## src/rtl/pulse_capture_pkg.sv

```systemverilog
// Shared types and constants for the pulse edge-timestamp capture block.
package pulse_capture_pkg;

   localparam int TS_W_DEF = 16;

   localparam logic TRIG_RISE = 1'b0;
   localparam logic TRIG_FALL = 1'b1;

   typedef enum logic [1:0] {
      IDLE    = 2'd0,
      ARMED   = 2'd1,
      CAPTURE = 2'd2,
      DONE    = 2'd3
   } cap_state_e;

   typedef struct packed {
      logic                level;
      logic [TS_W_DEF-1:0] ts;
   } cap_entry_t;

endpackage

```

## src/rtl/capture_fifo.sv

```systemverilog
// Show-ahead synchronous FIFO holding captured {level, ts} entries; clr empties it.
module capture_fifo #(
   parameter int DEPTH = 16,
   parameter int W     = 17
) (
   input  logic                   clk,
   input  logic                   rst_n,
   input  logic                   clr,
   input  logic                   push,
   input  logic [W-1:0]           push_data,
   input  logic                   pop,
   output logic [W-1:0]           head,
   output logic                   empty,
   output logic [$clog2(DEPTH):0] count
);

   localparam int AW = $clog2(DEPTH);

   logic [W-1:0]  mem [DEPTH];
   logic [AW-1:0] wr_ptr, rd_ptr;
   logic          full, do_push, do_pop;

   assign full    = (count == (AW+1)'(DEPTH));
   assign empty   = (count == '0);
   assign do_push = push && !full && !clr;
   assign do_pop  = pop && !empty && !clr;

   // Head is forced to zero when empty so the unreset storage never leaks out.
   assign head = empty ? '0 : mem[rd_ptr];

   always_ff @(posedge clk) begin
      if (!rst_n || clr) begin
         wr_ptr <= '0;
         rd_ptr <= '0;
         count  <= '0;
      end else begin
         if (do_push) wr_ptr <= wr_ptr + 1'b1;
         if (do_pop)  rd_ptr <= rd_ptr + 1'b1;
         case ({do_push, do_pop})
            2'b10:   count <= count + 1'b1;
            2'b01:   count <= count - 1'b1;
            default: count <= count;
         endcase
      end
   end

   always_ff @(posedge clk) begin
      if (do_push) mem[wr_ptr] <= push_data;
   end

endmodule

```

## src/rtl/pulse_capture.sv

```systemverilog
// Arms on a selected edge of pulse_i, then timestamps every level transition into a buffer.
module pulse_capture
   import pulse_capture_pkg::*;
#(
   parameter int DEPTH = 16,
   parameter int TS_W  = 16
) (
   input  logic                   wb_clk_i,
   input  logic                   wb_rst_ni,
   input  logic                   pulse_i,
   input  logic                   arm_i,
   input  logic                   trig_edge_i,
   input  logic                   abort_i,
   input  logic                   rd_i,
   output logic [TS_W:0]          rd_data_o,
   output logic                   rd_valid_o,
   output logic [$clog2(DEPTH):0] count_o,
   output logic [1:0]             state_o,
   output logic                   done_o,
   output logic                   overflow_o
);

   localparam int CW = $clog2(DEPTH) + 1;

   cap_state_e    state_q, state_d;
   logic          p_q;
   logic [TS_W-1:0] ts_q, ts_d;
   logic [CW-1:0] capt_q, capt_d;
   logic          ovf_q, ovf_d;
   logic          edge_det, trig_hit, ts_max;
   logic          push, clr, fifo_empty;
   logic [TS_W:0] push_data;

   assign edge_det = (pulse_i != p_q);
   assign trig_hit = edge_det && ((trig_edge_i == TRIG_RISE) ? pulse_i : !pulse_i);
   assign ts_max   = &ts_q;

   always_comb begin
      state_d   = state_q;
      ts_d      = ts_q;
      capt_d    = capt_q;
      ovf_d     = ovf_q;
      push      = 1'b0;
      clr       = 1'b0;
      push_data = {pulse_i, ts_q};
      if (arm_i) begin
         clr     = 1'b1;
         ts_d    = '0;
         capt_d  = '0;
         ovf_d   = 1'b0;
         state_d = ARMED;
      end else if (abort_i) begin
         state_d = IDLE;
      end else begin
         case (state_q)
            ARMED: if (trig_hit) begin
               push      = 1'b1;
               push_data = {pulse_i, {TS_W{1'b0}}};
               ts_d      = TS_W'(1);
               capt_d    = CW'(1);
               state_d   = CAPTURE;
            end
            CAPTURE: begin
               if (!ts_max) ts_d = ts_q + 1'b1;
               // An edge in the saturation cycle is still recorded; DONE waits for a quiet cycle.
               if (edge_det) begin
                  push   = 1'b1;
                  capt_d = capt_q + 1'b1;
                  if (capt_d == CW'(DEPTH)) state_d = DONE;
               end else if (ts_max) begin
                  state_d = DONE;
                  ovf_d   = 1'b1;
               end
            end
            default: ;
         endcase
      end
   end

   always_ff @(posedge wb_clk_i) begin
      if (!wb_rst_ni) begin
         state_q <= IDLE;
         p_q     <= 1'b0;
         ts_q    <= '0;
         capt_q  <= '0;
         ovf_q   <= 1'b0;
      end else begin
         state_q <= state_d;
         p_q     <= pulse_i;
         ts_q    <= ts_d;
         capt_q  <= capt_d;
         ovf_q   <= ovf_d;
      end
   end

   capture_fifo #(.DEPTH(DEPTH), .W(TS_W+1)) u_fifo (
      .clk       (wb_clk_i),
      .rst_n     (wb_rst_ni),
      .clr       (clr),
      .push      (push),
      .push_data (push_data),
      .pop       (rd_i),
      .head      (rd_data_o),
      .empty     (fifo_empty),
      .count     (count_o)
   );

   assign rd_valid_o = !fifo_empty;
   assign state_o    = state_q;
   assign done_o     = (state_q == DONE);
   assign overflow_o = ovf_q;

endmodule

```

## config.mk

```make
export PLATFORM = sky130hd
export DESIGN_NAME = pulse_capture
export DESIGN_NICKNAME = d
export VERILOG_FILES = /design/src/rtl/pulse_capture_pkg.sv /design/src/rtl/capture_fifo.sv /design/src/rtl/pulse_capture.sv
export SDC_FILE = /design/constraint.sdc
export NUM_CORES = 1
export LEC_CHECK = 0
export ABC_AREA = 1
export ABC_CLOCK_PERIOD_IN_PS = 5900
export CORE_ASPECT_RATIO = 0.7
export CORE_MARGIN = 8
export CORE_UTILIZATION = 60
export DETAILED_ROUTE_END_ITERATION = 8
export GPL_ROUTABILITY_DRIVEN = 0
export GPL_TIMING_DRIVEN = 0
export PLACE_DENSITY = 0.84
export SETUP_SLACK_MARGIN = 0.02
export SYNTH_ARGS = -nofsm -noshare
export SYNTH_HDL_FRONTEND = slang
export SYNTH_HIERARCHICAL = 1
export SYNTH_SLANG_ARGS = --single-unit
export TNS_END_PERCENT = 100
```

## constraint.sdc

```tcl
create_clock -name wb_clk_i -period 5.9 [get_ports wb_clk_i]
set_input_delay 1.18 -clock wb_clk_i [delete_from_list [all_inputs] [get_ports wb_clk_i]]
set_output_delay 1.18 -clock wb_clk_i [all_outputs]
set_load 0.005 [all_outputs]
```

==> qor.txt, run 1 <==
first-pass GRT wire length: 55.6 mm
Die Wd: 194 um
LEAKAGE: 4.97 nW
Routed Antenna Nets: 0
Starting Density: 61.3%
hold_buf cts: 0
clock slew at reported path FFs: 0.06 ns
status: completed
Slew @ Worst Pin: 1.37 ns
slowest cell on the critical path: dfxtp_1
syn_area_per_cell: 11.5 sq um
Hold Vio Cnt, Final: 0
crit-path cells: clkbuf_1 > o21ai_0 > o221ai_1 > nand3_1 > a21oi_1 > clkdlybuf4s50_1
Slew Viols, Final: 0
Detailed Place HPWL: 24.9 mm
Core Footprint: 21800 sq um
syn nets: 1178
Worst VDD drop: 242 uV
grt ovf: 0
CP endpoint kind: primary output
pre-CTS setup slack: 1.05 ns
Syn Std Cell Area: 13400 sq um
sequential share of the synthesized area: 67.5%
NumNets Final: 1258
#FFs+latches synth: 314
top fanout value on the critical path: 10
Skew-Pair Late Insertion Delay: 0.55 ns
DRC: 0
antenna violations before repair: 0
Final Setup Violations: 0
startpoint types: register
H-tree depth: 1
share of layout cells above drive strength 1: 12.2%
CTS sink count: 314
Rel. slew slack: 8.48%
Synth top area share: 61.2%
Final period util: 75.5%
Power Density: 275 nW/um^2
f_max: 0.225 GHz
Main synth FF type: edfxtp_1
ANT cells: 0
final worst path period need: 4.45 ns
num ports: 34
Port Buffers: 33
clk_skew: 0.0125 ns
area grow syn2layout: 14.3%
largest net degree at the start of global routing: 20
crit path kind: reg -> out
setup slack after layout: 1.45 ns
setup TNS: 0 ns
die area: 27400 sq um
FP Rows: 45
Initial DRC Count: 1651
top post-synthesis cells by area: edfxtp_1 61%, nor2_1 6.4%, dfxtp_1 6.3%, o21ai_0 5.4%, o221ai_1 3.4%
Die H: 141 um
DR pass1 iterations: 5
Hold WS: 0.470 ns
synth cell count leaders: 272 x edfxtp_1, 229 x nor2_1, 144 x o21ai_0, 89 x nand2_1, 59 x inv_1
max-cap violations: 0
Hold Path Class: reg -> reg
Yosys cell types: 45
CTS root buf: clkbuf_16
vias per cell: 6.56
vias in the first global route: 9559
RSZ-0062 raised after global routing: no
postcts setup bufs: 0
TritonCTS clock tree: built
routed vias: 10102
total CTS buffers: 29
CP peak stage delay: 0.58 ns
Syn Inst Count: 1158
cts repair resizes: 0
Worst Path Arrival: 3.27 ns
leading area contributor after synthesis: edfxtp_1
Routed WL: 36.8 mm
Routed wire per std cell: 23.9 um
fillcell total: 1419
EDFF count, synth: 272
count leader, synth: edfxtp_1
gr usage total: 26.2%
clk buf depth: 3
FFs w/ async S/R, synth: 0%
YS warnings: 6
Finished Core Util: 70.0%
CP required: 4.72 ns
-- per-layer routing --
layer  share of wire, %  track usage, %  vias up
met5                  0               0        -
met4                3.7            9.74        0
met3                 16            6.78      117
met2                 43            39.5      873
met1                 37            36.4     4773
li1                   -               -     4339
-- per-stage QoR --
step	cells	power [mW]	area, sq um
after floorplan	1158	2.45	13400
after global placement	1473	2.46	14000
after detailed placement	1488	2.46	14400
after CTS	1540	4.21	15200
after global routing	1541	4.29	15300
final	1541	4.20	15300
-- cell usage in the layout, fill, tap and decap left out, types with 3 or more instances in the layout --
cell type        instances
xor2_1                  10
buf_6                    9
nand2_2                  3
o221ai_1                52
nand2_1                 89
clkinv_2                10
o21ai_0                144
nor2_1                 211
inv_1                   59
nor3b_1                  8
buf_8                   11
a211oi_1                 4
inv_2                    4
a21oi_2                  8
clkinv_1                 7
clkbuf_16               29
nor3_1                  14
buf_4                    8
buf_16                   4
a21oi_1                 34
dfxtp_1                 42
buf_2                   17
o21ai_1                  5
nor2_2                  21
nand3_1                 51
nand4_1                  9
clkbuf_2                 5
clkbuf_1                25
nand3_2                  4
clkdlybuf4s50_1         33
o22ai_1                 16
nand2_4                  4
ha_1                    13
edfxtp_1               272
-- state kept, by name (all words and copies together) (netlist names), named ones only --
name / cells
u_fifo/mem: 272
overflow_o: 1
state_o: 2
p_q: 1
ts_q: 16
u_fifo/count: 5
capt_q: 5
u_fifo/wr_ptr: 4
u_fifo/rd_ptr: 4
-- worst max-delay path, delay by kind of cell (launching register included) --
kind | cells | cell delay (ns)
DFF | 1 | 0.58
AOI/OAI and AO/OA | 3 | 0.82
buffers and inverters | 2 | 0.99
and+or+nand+nor | 1 | 0.34
-- final cells by class --
| type | count | area, sq um | share of cell area [%] |
|---|---|---|---|
| Timing Repair Buffer | 49 | 613 | 4.02 |
| Tap cell | 282 | 353 | 2.31 |
| Multi-Input combinational cell | 715 | 3770 | 24.7 |
| Clock inverter | 19 | 145 | 0.951 |
| Buffer | 62 | 358 | 2.34 |
| Inverter | 67 | 259 | 1.70 |
| Sequential cell | 314 | 9010 | 59.0 |
| Clock buffer | 33 | 751 | 4.92 |
-- worst paths after layout --
path                                start                     endpoint  slack (ns)  cells after the start
setup reg to reg  state_o[1]$_SDFFE_PP0P_  u_fifo/mem[1][10]$_DFFE_PP_        2.72                     10
hold reg to reg   overflow_o$_SDFFE_PP0P_      overflow_o$_SDFFE_PP0P_        0.47                      1
setup / recovery                 register                 rd_data_o[5]        1.45                      6
hold / removal    overflow_o$_SDFFE_PP0P_      overflow_o$_SDFFE_PP0P_        0.47                      1
-- kinds of logic (layout without fill, tap and decap cells) --
| kind of cell | Yosys count | after routing | share of synthesized area, % |
|---|---|---|---|
| compound gates | 269 | 269 | 12.3 |
| xor+xnor | 11 | 11 | 0.721 |
| fa+ha+maj | 13 | 13 | 1.22 |
| buf+inv | 129 | 230 | 4.62 |
| flops | 314 | 314 | 67.5 |
| simple gates | 422 | 422 | 13.7 |
-- report_power, final --
part           switching (mW)  internal (mW)
registers             0.00122           2.38
logic                  0.0235         0.0108
clock network           0.790          0.996
total                   0.814           3.39
Note: power is estimated with default switching activity, not from simulation.
==> run 2: changes to the inputs <==
ABC_CLOCK_PERIOD_IN_PS = 4300   (was 5900)
clock period = 4.3 ns   (was 5.9 ns; I/O delays follow)
==> qor.txt, run 2 (synthesis gave the netlist of run 1 again) <==
clock slew at reported path FFs: 0.06 ns
Port Buffers: 33
biggest regs: u_fifo/mem x272, ts_q x16
commonest cells after routing, fill and taps aside: 272 x edfxtp_1, 211 x nor2_1, 144 x o21ai_0, 89 x nand2_1, 59 x inv_1
final worst path period need: 4.14 ns
Routed WL: 36.8 mm
CTS root buf: clkbuf_16
Rel. slew slack: 8.39%
clk_skew: 0.0126 ns
Final Setup Violations: 0
Hold WS: 0.470 ns
status: completed
Core Footprint: 21800 sq um
Routed Antenna Nets: 0
vias in the first global route: 9559
Worst Path Arrival: 3.28 ns
DRC: 0
Routed wire per std cell: 23.9 um
die area: 27400 sq um
Finished Layout Cells: 1541
crit path kind: reg -> out
dpl cells: 1488
register with the most flip-flops: u_fifo/mem
CP endpoint kind: primary output
Slew @ Worst Pin: 1.37 ns
CP required: 3.44 ns
f_max: 0.242 GHz
CP peak stage delay: 0.58 ns
Hold Vio Cnt, Final: 0
share of layout cells above drive strength 1: 12.2%
max reg flops: 272
R2R Setup Slk: 1.16 ns
LEAKAGE: 4.79 nW
routed vias: 10112
total CTS buffers: 29
RSZ-0062 raised after global routing: no
clk buf depth: 3
antenna violations before repair: 0
H-tree depth: 1
ANT cells: 0
max-cap violations: 0
Die Wd: 194 um
largest net degree at the start of global routing: 20
Slew Viols, Final: 0
Final period util: 96.2%
Detailed Place HPWL: 24.9 mm
crit-path cells: clkbuf_1 > o21ai_0 > o221ai_1 > nand3_1 > a21oi_1 > clkdlybuf4s50_1
most common cell after layout, fill and taps aside: edfxtp_1
Hold Path Class: reg -> reg
first-pass GRT wire length: 55.6 mm
fillcell total: 1416
grt ovf: 0
CP delay by family, top: buffers and inverters
FP Rows: 45
top fanout value on the critical path: 10
Skew-Pair Late Insertion Delay: 0.55 ns
num ports: 34
TritonCTS clock tree: built
Initial DRC Count: 1651
Power Density: 377 nW/um^2
Starting Density: 61.3%
slowest cell on the critical path: dfxtp_1
Worst VDD drop: 328 uV
vias per cell: 6.56
DR pass1 iterations: 5
hold_buf cts: 0
startpoint types: register
area grow syn2layout: 14.3%
NumNets Final: 1258
CTS sink count: 314
Critical path buffers and inverters: 2
Die H: 141 um
gr usage total: 26.2%
## run 2: final cells by class
class                           count  area, sq um  area share (%)
Inverter                           67          259            1.70
Multi-Input combinational cell    715         3780            24.8
Buffer                             62          358            2.34
Timing Repair Buffer               49          613            4.02
Clock inverter                     19          145           0.951
Sequential cell                   314         9010            59.0
Tap cell                          282          353            2.31
Clock buffer                       33          751            4.92
## run 2: final timing paths
path,cells past startpoint,start,end
max,6,register,rd_data_o[5]
min,1,overflow_o$_SDFFE_PP0P_,overflow_o$_SDFFE_PP0P_
max reg2reg,11,state_o[1]$_SDFFE_PP0P_,u_fifo/mem[8][3]$_DFFE_PP_
min reg2reg,1,overflow_o$_SDFFE_PP0P_,overflow_o$_SDFFE_PP0P_
## run 2: power breakdown
group	leakage, nW	total [mW]	internal, mW	switching [mW]
Sequential	2.70	3.27	3.26	0.00168
Clock	0.448	2.45	1.37	1.08
Combinational	1.65	0.0470	0.0148	0.0321
## run 2: repair_timing
action / 4_1_cts / 5_1_grt
gates resized for setup: 0 / 1
setup buffers: 0 / 0
setup endpoints to repair: 0 / 17
## run 2: per-stage QoR
stage / TNS (ns) / setup WS [ns] / total power, mW / cell area, sq um / util, %
2_1_floorplan: 0 / 1.18 / 3.36 / 13400 / -
3_3_place_gp: -191.42 / -0.943 / 3.38 / 14000 / 64.4
3_5_place_dp: -8.60 / -0.234 / 3.38 / 14400 / 65.9
4_1_cts: 0 / 0.245 / 5.78 / 15200 / 70.0
5_1_grt: 0 / 0.0667 / 5.89 / 15300 / 70.1
6_report: 0 / 0.163 / 5.76 / 15300 / 70.1
## run 2: layer usage
layer | up-vias | wire length (um) | part of all wire, % | GRT usage [%]
met5 | - | 0 | 0 | 0
met1 | 4773 | 13600 | 37 | 36.4
met2 | 879 | 16000 | 43 | 39.5
li1 | 4339 | - | - | -
met4 | 0 | 1390 | 3.8 | 9.74
met3 | 121 | 5810 | 16 | 6.78
==> run 3: changes to the inputs <==
REMOVE_ABC_BUFFERS = 1   (was default)
SKIP_LAST_GASP = 1   (was default)
==> qor.txt, run 3 (synthesis gave the netlist of run 1 again) <==
status: completed
Routed WL: 33.6 mm
dpl cells: 1429
vias in the first global route: 9179
slowest cell on the critical path: clkinv_1
Critical path buffers and inverters: 2
largest net degree at the start of global routing: 137
Finished Layout Cells: 1485
final worst path period need: 4.09 ns
DR pass1 iterations: 6
Hold WS: 0.468 ns
Slew Viols, Final: 0
total power: 5.98 mW
max reg flops: 272
crit path kind: reg -> out
share of layout cells above drive strength 1: 9.81%
die area: 27400 sq um
Hold Path Class: reg -> reg
hold_buf cts: 0
LEAKAGE: 4.69 nW
Finished Core Util: 69.7%
register with the most flip-flops: u_fifo/mem
Die Wd: 194 um
commonest cells after routing, fill and taps aside: 272 x edfxtp_1, 213 x nor2_1, 144 x o21ai_0, 89 x nand2_1, 59 x inv_1
Slew @ Worst Pin: 1.27 ns
Die H: 141 um
antenna violations before repair: 0
CP endpoint kind: primary output
Routed wire per std cell: 22.6 um
CP delay by family, top: buffers and inverters
max-cap violations: 0
Skew-Pair Late Insertion Delay: 0.56 ns
Worst Path Arrival: 3.23 ns
H-tree depth: 1
Worst VDD drop: 276 uV
crit-path cells: nor2_2 > nand3_2 > clkinv_1 > a21oi_1 > clkdlybuf4s50_1
num ports: 34
ANT cells: 0
Routed Antenna Nets: 0
routed vias: 9561
Final Setup Violations: 0
TritonCTS clock tree: built
f_max: 0.245 GHz
FP Rows: 45
Initial DRC Count: 1232
first-pass GRT wire length: 50.2 mm
startpoint types: register
vias per cell: 6.44
Core Footprint: 21800 sq um
biggest regs: u_fifo/mem x272, ts_q x16
CP peak stage delay: 0.76 ns
RSZ-0062 raised after global routing: no
Port Buffers: 33
clk buf depth: 3
Detailed Place HPWL: 18.7 mm
total CTS buffers: 29
Power Density: 394 nW/um^2
clk_skew: 0.0227 ns
area grow syn2layout: 13.7%
Rel. slew slack: 14.8%
gr usage total: 23.2%
CTS sink count: 314
grt ovf: 0
Final period util: 95.0%
most common cell after layout, fill and taps aside: edfxtp_1
Hold Vio Cnt, Final: 0
DRC: 0
CP required: 3.44 ns
clock slew at reported path FFs: 0.07 ns
Starting Density: 61.3%
CTS root buf: clkbuf_16
NumNets Final: 1200
top fanout value on the critical path: 18
[run 3: cell type report]
class,count,area [sq um]
Sequential cell,314,9020
Fill cell,1405,6600
Multi-Input combinational cell,715,3770
Timing Repair Buffer,53,778
Clock buffer,38,769
Tap cell,282,353
Inverter,67,289
Clock inverter,16,213
[run 3: timing repair]
action,CTS,global route
gates cloned,0,0
resized for setup,4,5
setup buffers,0,2
endpoints found under the setup margin,17,12
[run 3: layer usage]
layer  GRT usage [%]  part of all wire, %  vias to the layer above
li1                -                    -                     4219
met1            30.7                   38                     4533
met2            37.8                   46                      662
met3            4.11                   12                      147
met4            9.14                  4.2                        0
met5               0                    0                        -
[run 3: stage by stage]
stage	TNS, ns	area, sq um	worst slack, ns
after floorplan	-4.37	13000	-0.290
after global placement	-258.94	13700	-2.79
after detailed placement	-2.69	14100	-0.0844
after CTS	0	15100	0.00384
after global routing	0	15200	0.0735
final	0	15200	0.215
[run 3: path summary, 6_finish.rpt]
check / start / endpoint / slack, ns / depth (start not counted)
hold reg to reg: overflow_o$_SDFFE_PP0P_ / overflow_o$_SDFFE_PP0P_ / 0.47 / 1
setup reg to reg: state_o[1]$_SDFFE_PP0P_ / u_fifo/mem[11][2]$_DFFE_PP_ / 1.06 / 10
hold / removal: overflow_o$_SDFFE_PP0P_ / overflow_o$_SDFFE_PP0P_ / 0.47 / 1
setup / recovery: u_fifo/count[1]$_SDFFE_PP0P_ / rd_data_o[5] / 0.21 / 5
[run 3: where the power goes]
part / switching, mW / total [mW] / internal (mW) / leakage [nW]
clock network: 1.11 / 2.67 / 1.57 / 0.477
registers: 0.00164 / 3.26 / 3.26 / 2.70
logic: 0.0290 / 0.0421 / 0.0132 / 1.51
[run 3: worst reg2reg max path, cell delays in order (launching register included)]
cell and delay [ns]:
dfxtp_1 0.42, ha_1 0.48, nand2_1 0.17, a211oi_1 0.24, inv_1 0.06, nor2_1 0.17
nand2_4 0.14, nor2_1 0.25, nand2_1 0.19, nor2_2 0.59, buf_8 0.25
